## src/rtl/assign_chain_pkg.sv

```systemverilog
// Shared types and constants for the assign-chain engine.
package assign_chain_pkg;

  typedef enum logic [1:0] {
    IDLE = 2'd0,
    EXEC = 2'd1,
    HOLD = 2'd2,
    DONE = 2'd3
  } state_t;

  localparam logic [1:0] STEP_A = 2'd0;
  localparam logic [1:0] STEP_D = 2'd1;
  localparam logic [1:0] STEP_B = 2'd2;
  localparam logic [1:0] STEP_C = 2'd3;

  localparam int DEF_SUB_K = 3;
  localparam int DEF_ADD_K = 10;

endpackage

```

## src/rtl/assign_chain_alu.sv

```systemverilog
// Combinational next-value logic for the chain a=b+c, d=a-SUB_K, b=d+ADD_K, c=c+1.
// PARALLEL=1 applies all four updates from the old values at once.
module assign_chain_alu
  import assign_chain_pkg::*;
#(
  parameter int WIDTH    = 32,
  parameter int SUB_K    = DEF_SUB_K,
  parameter int ADD_K    = DEF_ADD_K,
  parameter bit PARALLEL = 1'b0
) (
  input  logic [1:0]              sel_i,
  input  logic signed [WIDTH-1:0] a_i,
  input  logic signed [WIDTH-1:0] b_i,
  input  logic signed [WIDTH-1:0] c_i,
  input  logic signed [WIDTH-1:0] d_i,
  output logic signed [WIDTH-1:0] a_o,
  output logic signed [WIDTH-1:0] b_o,
  output logic signed [WIDTH-1:0] c_o,
  output logic signed [WIDTH-1:0] d_o
);

  localparam logic signed [WIDTH-1:0] SUB_V = WIDTH'(SUB_K);
  localparam logic signed [WIDTH-1:0] ADD_V = WIDTH'(ADD_K);
  localparam logic signed [WIDTH-1:0] ONE_V = WIDTH'(1);

  logic signed [WIDTH-1:0] a_new, b_new, c_new, d_new;

  // All arithmetic wraps modulo 2^WIDTH.
  always_comb begin
    a_new = b_i + c_i;
    d_new = a_i - SUB_V;
    b_new = d_i + ADD_V;
    c_new = c_i + ONE_V;
  end

  always_comb begin
    a_o = a_i;
    b_o = b_i;
    c_o = c_i;
    d_o = d_i;
    if (PARALLEL) begin
      a_o = a_new;
      b_o = b_new;
      c_o = c_new;
      d_o = d_new;
    end else begin
      case (sel_i)
        STEP_A:  a_o = a_new;
        STEP_D:  d_o = d_new;
        STEP_B:  b_o = b_new;
        default: c_o = c_new;
      endcase
    end
  end

endmodule

```

## src/rtl/assign_chain_engine.sv

```systemverilog
// Clocked assign-chain engine: one update per EXEC, each result published on a valid/ready stream.
// Define ASSIGN_CHAIN_PARALLEL_EN to update all four registers per EXEC (one result per round).
module assign_chain_engine
  import assign_chain_pkg::*;
#(
  parameter int WIDTH  = 32,
  parameter int ROUNDS = 4,
  parameter int SUB_K  = DEF_SUB_K,
  parameter int ADD_K  = DEF_ADD_K,
  localparam int RW    = $clog2(ROUNDS + 1)
) (
  input  logic             clk,
  input  logic             rst,
  input  logic             start,
  input  logic [WIDTH-1:0] a_in,
  input  logic [WIDTH-1:0] b_in,
  input  logic [WIDTH-1:0] c_in,
  input  logic [WIDTH-1:0] d_in,
  output logic             busy,
  output logic             step_valid,
  input  logic             step_ready,
  output logic [1:0]       step_idx,
  output logic [RW-1:0]    round_idx,
  output logic [WIDTH-1:0] a_out,
  output logic [WIDTH-1:0] b_out,
  output logic [WIDTH-1:0] c_out,
  output logic [WIDTH-1:0] d_out,
  output logic             done
);

`ifdef ASSIGN_CHAIN_PARALLEL_EN
  localparam bit PAR = 1'b1;
`else
  localparam bit PAR = 1'b0;
`endif

  localparam logic [RW-1:0] LAST_R = RW'(ROUNDS - 1);

  state_t                  state_q;
  logic signed [WIDTH-1:0] a_q, b_q, c_q, d_q;
  logic signed [WIDTH-1:0] a_d, b_d, c_d, d_d;
  logic [1:0]              step_q;
  logic [RW-1:0]           round_q;
  logic                    valid_q, busy_q, done_q;
  logic                    last_step;

  assign last_step = (step_q == STEP_C) && (round_q == LAST_R);

  assign_chain_alu #(
    .WIDTH   (WIDTH),
    .SUB_K   (SUB_K),
    .ADD_K   (ADD_K),
    .PARALLEL(PAR)
  ) u_alu (
    .sel_i(step_q),
    .a_i  (a_q),
    .b_i  (b_q),
    .c_i  (c_q),
    .d_i  (d_q),
    .a_o  (a_d),
    .b_o  (b_d),
    .c_o  (c_d),
    .d_o  (d_d)
  );

  always_ff @(posedge clk) begin
    if (rst) begin
      state_q <= IDLE;
      a_q     <= '0;
      b_q     <= '0;
      c_q     <= '0;
      d_q     <= '0;
      step_q  <= STEP_A;
      round_q <= '0;
      valid_q <= 1'b0;
      busy_q  <= 1'b0;
      done_q  <= 1'b0;
    end else begin
      case (state_q)
        IDLE: begin
          // Only IDLE looks at start, so a start during a run is dropped.
          if (start) begin
            a_q     <= a_in;
            b_q     <= b_in;
            c_q     <= c_in;
            d_q     <= d_in;
            step_q  <= STEP_A;
            round_q <= '0;
            busy_q  <= 1'b1;
            state_q <= EXEC;
          end
        end
        EXEC: begin
          a_q     <= a_d;
          b_q     <= b_d;
          c_q     <= c_d;
          d_q     <= d_d;
          if (PAR) step_q <= STEP_C;
          valid_q <= 1'b1;
          state_q <= HOLD;
        end
        HOLD: begin
          if (step_ready) begin
            valid_q <= 1'b0;
            if (last_step) begin
              busy_q  <= 1'b0;
              done_q  <= 1'b1;
              state_q <= DONE;
            end else begin
              if (!PAR) step_q <= step_q + 2'd1;
              if (step_q == STEP_C) round_q <= round_q + RW'(1);
              state_q <= EXEC;
            end
          end
        end
        default: begin
          done_q  <= 1'b0;
          state_q <= IDLE;
        end
      endcase
    end
  end

  assign busy       = busy_q;
  assign step_valid = valid_q;
  assign step_idx   = step_q;
  assign round_idx  = round_q;
  assign a_out      = a_q;
  assign b_out      = b_q;
  assign c_out      = c_q;
  assign d_out      = d_q;
  assign done       = done_q;

endmodule
```

## config.mk

```make
export PLATFORM = sky130hd
export DESIGN_NAME = assign_chain_engine
export DESIGN_NICKNAME = d
export VERILOG_FILES = /design/src/rtl/assign_chain_pkg.sv /design/src/rtl/assign_chain_alu.sv /design/src/rtl/assign_chain_engine.sv
export SDC_FILE = /design/constraint.sdc
export NUM_CORES = 1
export LEC_CHECK = 0
export BUFFER_PORTS_ARGS = -buffer_cell sky130_fd_sc_hd__buf_2
export CAP_MARGIN = 20
export CORE_ASPECT_RATIO = 0.7
export CORE_MARGIN = 2
export CORE_UTILIZATION = 53
export CTS_CLUSTER_SIZE = 10
export DETAILED_ROUTE_END_ITERATION = 6
export PLACE_DENSITY = 0.87
export SYNTH_ARGS = -nofsm -noshare
export SYNTH_HDL_FRONTEND = slang
export SYNTH_SLANG_ARGS = --single-unit
export TNS_END_PERCENT = 30
```

## constraint.sdc

```tcl
create_clock -name clk -period 3.3 [get_ports clk]
set_input_delay 0.165 -clock clk [delete_from_list [all_inputs] [get_ports clk]]
set_output_delay 0.165 -clock clk [all_outputs]
set_load 0.05 [all_outputs]
```

Word-level counts from Yosys, hierarchy flattened:

Index checks and enable logic that the tools add are counted.

* muxes and demuxes: 34
* add/sub/neg operators: 6
* bitwise operators: 1
* equal/unequal tests: 15
* reduce and logical (&&, ||, !) cells: 18

Operator list (number)
* 2-to-1 mux 32 bit: 8
* one-hot mux 32 bit (2 select lines): 4
* adder 32 x 2 -> 32 bit (second input constant): 1
* adder 32 bit: 1
* adder 32 x 5 -> 32 bit (second input constant): 1
* subtractor 32 x 3 -> 32 bit (second input constant): 1
* AND reduction 3 bit: 5
* 2-to-1 mux 2 bit: 6
* 2-to-1 mux 3 bit: 4
* inequality test 2 bit (second input constant): 6
* AND reduction 4 bit: 2
* equality test 2 bit (second input constant): 3
* 2-to-1 mux 1 bit: 6
* inequality test 2 x 1 -> 1 bit (second input constant): 3
* one-hot mux 1 bit (2 select lines): 3
* one-hot mux 2 bit (3 select lines): 1
* one-hot mux 3 bit (2 select lines): 1
* nonzero test 2 bit: 3
* AND reduction 5 bit: 1
* equality test 2 x 1 -> 1 bit (second input constant): 2
* logical NOT 2 bit: 2
* one-hot mux 2 bit (2 select lines): 1
* AND reduction 2 bit: 2
* adder 3 x 1 -> 3 bit (second input constant): 1
* other kinds (6): 6

* word-level logic and storage cells: 84
* input port bits: 132
* bits in registers: 138

Depth between registers and ports, before layout:

* word-level depth: 5
* mapped depth: 11
* gate-level depth less buffers: 11

By module:

From an unflattened synthesis, not the netlist that was laid out.

* cells, all modules: 1369
* area total of the unflattened synthesis: 10826.6 um^2

By module, submodules not included
* assign_chain_engine: area each 6180.9 um^2, seq. area each 2762.6 um^2, cells an instance 623, times used 1
* assign_chain_alu: area each 4645.7 um^2, seq. area each 0.0 um^2, cells an instance 746, times used 1

Worst setup path before layout:

OpenSTA, ideal clock, no wires.

* path kind: register -> register
* from: register c_q[14], in the netlist c_out[14]
* to: register a_q[31], in the netlist a_out[31]
* clock period less this slack: 2951 ps
* path buffers: 1
* cell stages (with the launch flop): 11
* setup slack: 349 ps
* setup time: 116 ps
* arrival: 2835 ps
* cells stage by stage: dfxtp_1 ha_1 clkbuf_1 a21o_1 a211o_1 o221ai_1 nand4_1 nand2_1 o31ai_1 o41a_1 a31o_2

* word-level cells in the longest chain between the ends: 3

RTL lines
* from (decl): line assign_chain_engine.sv:40 `logic signed [WIDTH-1:0] a_q, b_q, c_q, d_q;`
* from (signal assigned): line assign_chain_engine.sv:85 `c_q <= c_in;`
* adder 32 bit: line assign_chain_alu.sv:30 `a_new = b_i + c_i;`
* 2-to-1 mux 32 bit: line assign_chain_alu.sv:47 `case (sel_i)`
* one-hot mux 32 bit (2 select lines): line assign_chain_engine.sv:79 `case (state_q)`
* to (signal assigned): line assign_chain_engine.sv:83 `a_q <= a_in;`
* to (decl): line assign_chain_engine.sv:40

No other way between the ends. The select of a mux whose other input is x is not followed.
A chain may end at the register's enable or synchronous reset.

Worst setup path after layout:

* from: register c_q[0], in the netlist c_out[0]
* to: register a_q[28], in the netlist a_out[28]

The elaborated chain is that of the path after synthesis.

==> metrics.txt <==
# TYPE chip_impl_metric gauge
chip_impl_info{name="timing.critical_path.slowest_stage_cell",value="sky130_fd_sc_hd__dfxtp_1"} 1
chip_impl_metric{name="path_clk_slew",unit="ps"} 60
chip_impl_metric{name="number_of_buffers_added_for_setup_after_cts",unit=""} 0
chip_impl_metric{name="clock-skew-final",unit="ps"} 10.9
chip_impl_info{name="crit_chain",value="ha_1, fa_1, a21oi_1, o21ai_0, nand4_1, nand3_1, a31oi_1, o31ai_1, a41oi_1, xor2_1, a221oi_1"} 1
chip_impl_metric{name="seq_area_frac_synth",unit=""} 0.299
chip_impl_metric{name="num_rows",unit=""} 40
chip_impl_metric{name="grt_pass1_vias",unit=""} 9619
chip_impl_metric{name="largest_net_degree_at_the_start_of_global_routing",unit=""} 75
chip_impl_metric{name="die_w",unit="microns"} 162
chip_impl_metric{name="htree_levels",unit=""} 4
chip_impl_metric{name="nNetsFinal",unit=""} 1671
chip_impl_info{name="synth.most_common_cell",value="sky130_fd_sc_hd__nor2_1"} 1
chip_impl_metric{name="setup_total_negative_slack",unit="ps"} 0
chip_impl_metric{name="ioPinCount",unit=""} 268
chip_impl_metric{name="detailedPlacementHpwl",unit="mm"} 23.7
chip_impl_metric{name="worstPathMaxFanout",unit=""} 7
chip_impl_info{name="grt_setup_unrepaired",value="no"} 1
chip_impl_info{name="hp-class",value="primary input to flip-flop"} 1
chip_impl_info{name="start_kind",value="flip-flop"} 1
chip_impl_metric{name="final-max-slew-violation-count",unit=""} 0
chip_impl_metric{name="grt_first_pass_wirelength",unit="mm"} 50.0
chip_impl_metric{name="die_height",unit="microns"} 114
chip_impl_metric{name="max_clock_freq",unit="MHz"} 335
chip_impl_metric{name="cts.sinks",unit=""} 138
chip_impl_metric{name="post_cts_resize_count",unit=""} 0
chip_impl_metric{name="max-slew-margin-rel",unit=""} 0.449
chip_impl_metric{name="syn-cell-area",unit="sq um"} 9230
chip_impl_metric{name="sequential_cell_area",unit="sq um"} 2760
chip_impl_metric{name="yosysUniqueCellTypes",unit=""} 61
chip_impl_metric{name="grt-ovfl-total",unit=""} 0
chip_impl_metric{name="via_count",unit=""} 10655
chip_impl_metric{name="hold-worst-slack",unit="ps"} 11.9
chip_impl_metric{name="biggest_cell_delay_along_the_critical_path",unit="ps"} 450
chip_impl_metric{name="fill_cells",unit=""} 1534
chip_impl_metric{name="antenna_violating_nets_post_route",unit=""} 0
chip_impl_info{name="yosys-top-cells-count",value="sky130_fd_sc_hd__nor2_1 (228), sky130_fd_sc_hd__a21oi_1 (156), sky130_fd_sc_hd__dfxtp_1 (138), sky130_fd_sc_hd__nand2_1 (124), sky130_fd_sc_hd__clkbuf_1 (81)"} 1
chip_impl_metric{name="drcViolationCount",unit=""} 0
chip_impl_metric{name="ir_worst_vdd",unit="V"} 0.000322
chip_impl_metric{name="synthesized_net_count",unit=""} 1454
chip_impl_metric{name="cp.arrival",unit="ps"} 3310
chip_impl_metric{name="critical_path_required",unit="ps"} 3630
chip_impl_metric{name="report.final.setup_viol",unit=""} 0
chip_impl_info{name="status",value="finished clean"} 1
chip_impl_metric{name="area_delta_synth_final",unit="%"} 23.2
chip_impl_metric{name="cts_hold_buffers_added",unit=""} 1
chip_impl_metric{name="total_cts_buffers",unit=""} 17
chip_impl_metric{name="cap_violations",unit=""} 0
chip_impl_metric{name="coreArea",unit="sq um"} 17100
chip_impl_info{name="synth.top_cells.by_area",value="sky130_fd_sc_hd__dfxtp_1 (30%), sky130_fd_sc_hd__nor2_1 (9.3%), sky130_fd_sc_hd__a21oi_1 (8.5%)"} 1
chip_impl_metric{name="clkLatencyLatePin",unit="ps"} 420
chip_impl_metric{name="area_share_of_the_largest_cell_type_after_synthesis",unit=""} 0.299
chip_impl_metric{name="place.port_buffers",unit=""} 267
chip_impl_metric{name="syn_inst",unit=""} 1280
chip_impl_metric{name="dr.first_iter.drc_count",unit=""} 1094
chip_impl_metric{name="place.gp.congestion",unit=""} 0.973
chip_impl_info{name="synth_top_flop_cell",value="sky130_fd_sc_hd__dfxtp_1"} 1
chip_impl_metric{name="post_route_cells_drive_above_1_share",unit=""} 0.219
chip_impl_metric{name="min_period_over_period",unit=""} 0.903
chip_impl_metric{name="yosys_register_bits",unit=""} 138
chip_impl_metric{name="leakagePower",unit="uW"} 0.00498
chip_impl_metric{name="combined_area_of_the_multi_input_logic_cells",unit="sq um"} 6110
chip_impl_info{name="worstSetupPathType",value="flip-flop to flip-flop"} 1
chip_impl_metric{name="antenna_found_initial",unit=""} 3
chip_impl_metric{name="asyncSetResetFlopFracSynth",unit=""} 0
chip_impl_metric{name="finalHoldViolCount",unit=""} 0
chip_impl_metric{name="drt_pre_antenna_iters",unit=""} 5
chip_impl_metric{name="die_area",unit="sq um"} 18500
chip_impl_info{name="cts_root_buf",value="sky130_fd_sc_hd__clkbuf_16"} 1
chip_impl_info{name="critical_path.top_delay_family",value="compound AO/OA/AOI/OAI gates"} 1
chip_impl_metric{name="worstMarginPinSlew",unit="ps"} 827
chip_impl_metric{name="synth-edff-count",unit=""} 0
chip_impl_info{name="tritoncts",value="built"} 1
chip_impl_metric{name="period_needed",unit="ps"} 2980
chip_impl_metric{name="ctsLongestPathBuffers",unit=""} 2
chip_impl_metric{name="cp.buffers_inverters",unit=""} 0
chip_impl_metric{name="yosysWarningCount",unit=""} 0
chip_impl_info{name="critPathCaptureType",value="flip-flop"} 1
chip_impl_metric{name="gr_usage_total",unit=""} 0.338
chip_impl_info{name="synth_largest_area_cell",value="sky130_fd_sc_hd__dfxtp_1"} 1
chip_impl_metric{name="route.detailed.vias_per_inst",unit=""} 6.12
chip_impl_metric{name="powerDensity",unit="nW/um^2"} 522
chip_impl_metric{name="route.final.wire_length",unit="mm"} 31.8
chip_impl_metric{name="start_util",unit=""} 0.539
chip_impl_metric{name="detail_route.wl_per_cell",unit="microns"} 18.3
chip_impl_metric{name="mean_instance_size_in_the_synthesized_netlist",unit="sq um"} 7.21
## final timing paths
| kind | cells after the start | start | end | slack, ps |
|---|---|---|---|---|
| worst max register to register | 11 | c_out[0] | a_out[28] | 320 |
| worst min-delay path | 3 | b_in[0] | b_out[0] | 10 |
| worst min register to register | 2 | b_out[6] | b_out[6] | 480 |
| worst max-delay path | 11 | c_out[0] | a_out[28] | 320 |
## tightest hold or removal path, cell delays in order
cell                       delay (ps)
sky130_fd_sc_hd__buf_2             90
sky130_fd_sc_hd__nand2_1           50
sky130_fd_sc_hd__a311oi_1          80
## metal layers
layer / wire, microns / track usage / up-vias
met2: 14500 / 0.556 / 583
met3: 3360 / 0.0913 / 74
li1: - / - / 5077
met5: 24 / 0 / -
met1: 13000 / 0.432 / 4917
met4: 908 / 0.115 / 4
## logic make-up after synthesis
logic type	Yosys count	share of synthesized area
AOI/OAI and AO/OA	391	0.267
xor gates and xnor gates	79	0.0750
adders and majority gates	42	0.0577
buffers and inverters	100	0.0418
DFF	138	0.299
muxes	1	0.00108
and+or+nand+nor	529	0.259
## flip-flops by register name, indices dropped and copies added (netlist names)
name,flops
d_out,32
step_valid,1
c_out,32
state_q,2
busy,1
step_idx,2
round_idx,3
b_out,32
done,1
a_out,32
## cell usage in the layout, fill, tap and decap left out, types with 7 or more instances in the layout
| cell | Yosys | layout |
|---|---|---|
| sky130_fd_sc_hd__inv_1 | 10 | 10 |
| sky130_fd_sc_hd__o21ai_0 | 47 | 47 |
| sky130_fd_sc_hd__clkbuf_16 | 0 | 17 |
| sky130_fd_sc_hd__nand4_1 | 25 | 25 |
| sky130_fd_sc_hd__a21o_1 | 22 | 22 |
| sky130_fd_sc_hd__a211oi_1 | 68 | 68 |
| sky130_fd_sc_hd__buf_4 | 0 | 16 |
| sky130_fd_sc_hd__ha_1 | 41 | 41 |
| sky130_fd_sc_hd__o31ai_1 | 12 | 12 |
| sky130_fd_sc_hd__dfxtp_1 | 138 | 138 |
| sky130_fd_sc_hd__a311oi_1 | 23 | 23 |
| sky130_fd_sc_hd__nand2_1 | 124 | 124 |
| sky130_fd_sc_hd__a21oi_1 | 156 | 154 |
| sky130_fd_sc_hd__o22ai_1 | 11 | 11 |
| sky130_fd_sc_hd__nor4_1 | 9 | 9 |
| sky130_fd_sc_hd__and2_1 | 7 | 7 |
| sky130_fd_sc_hd__a31oi_1 | 11 | 11 |
| sky130_fd_sc_hd__nor3_1 | 39 | 39 |
| sky130_fd_sc_hd__nand3_1 | 42 | 42 |
| sky130_fd_sc_hd__nand2b_1 | 10 | 9 |
| sky130_fd_sc_hd__xnor2_1 | 40 | 40 |
| sky130_fd_sc_hd__o211ai_1 | 8 | 8 |
| sky130_fd_sc_hd__xor2_1 | 39 | 39 |
| sky130_fd_sc_hd__buf_2 | 2 | 266 |
| sky130_fd_sc_hd__nor2_1 | 228 | 228 |
| sky130_fd_sc_hd__and3_1 | 11 | 11 |
## where the power goes
group	internal [uW]	switching (uW)	leakage [uW]
Clock	1230	771	0.000285
Sequential	1820	249	0.00114
Combinational	576	1300	0.00356
Total	3620	2320	0.00498
## cell type report
type,count,area share
diodes,1,0.000220
clock buffers,21,0.0405
clock inverters,10,0.0127
inverters,10,0.00330
multi-input cells,1042,0.538
flip-flops and latches,138,0.243
well taps,231,0.0254
repair buffers,288,0.137
## stage by stage
step	std cells	cell area, sq um	setup slack [ps]	util	power [uW]
finish	1741	11400	319	0.664	5940
global route	1740	11400	77.5	0.664	6190
CTS	1740	11400	350	0.664	5920
detailed placement	1708	10800	370	0.628	3940
global placement	1708	10800	573	0.628	3910
floorplan	1280	9230	349	-	3400
Note: power is estimated with default switching activity, not from simulation.
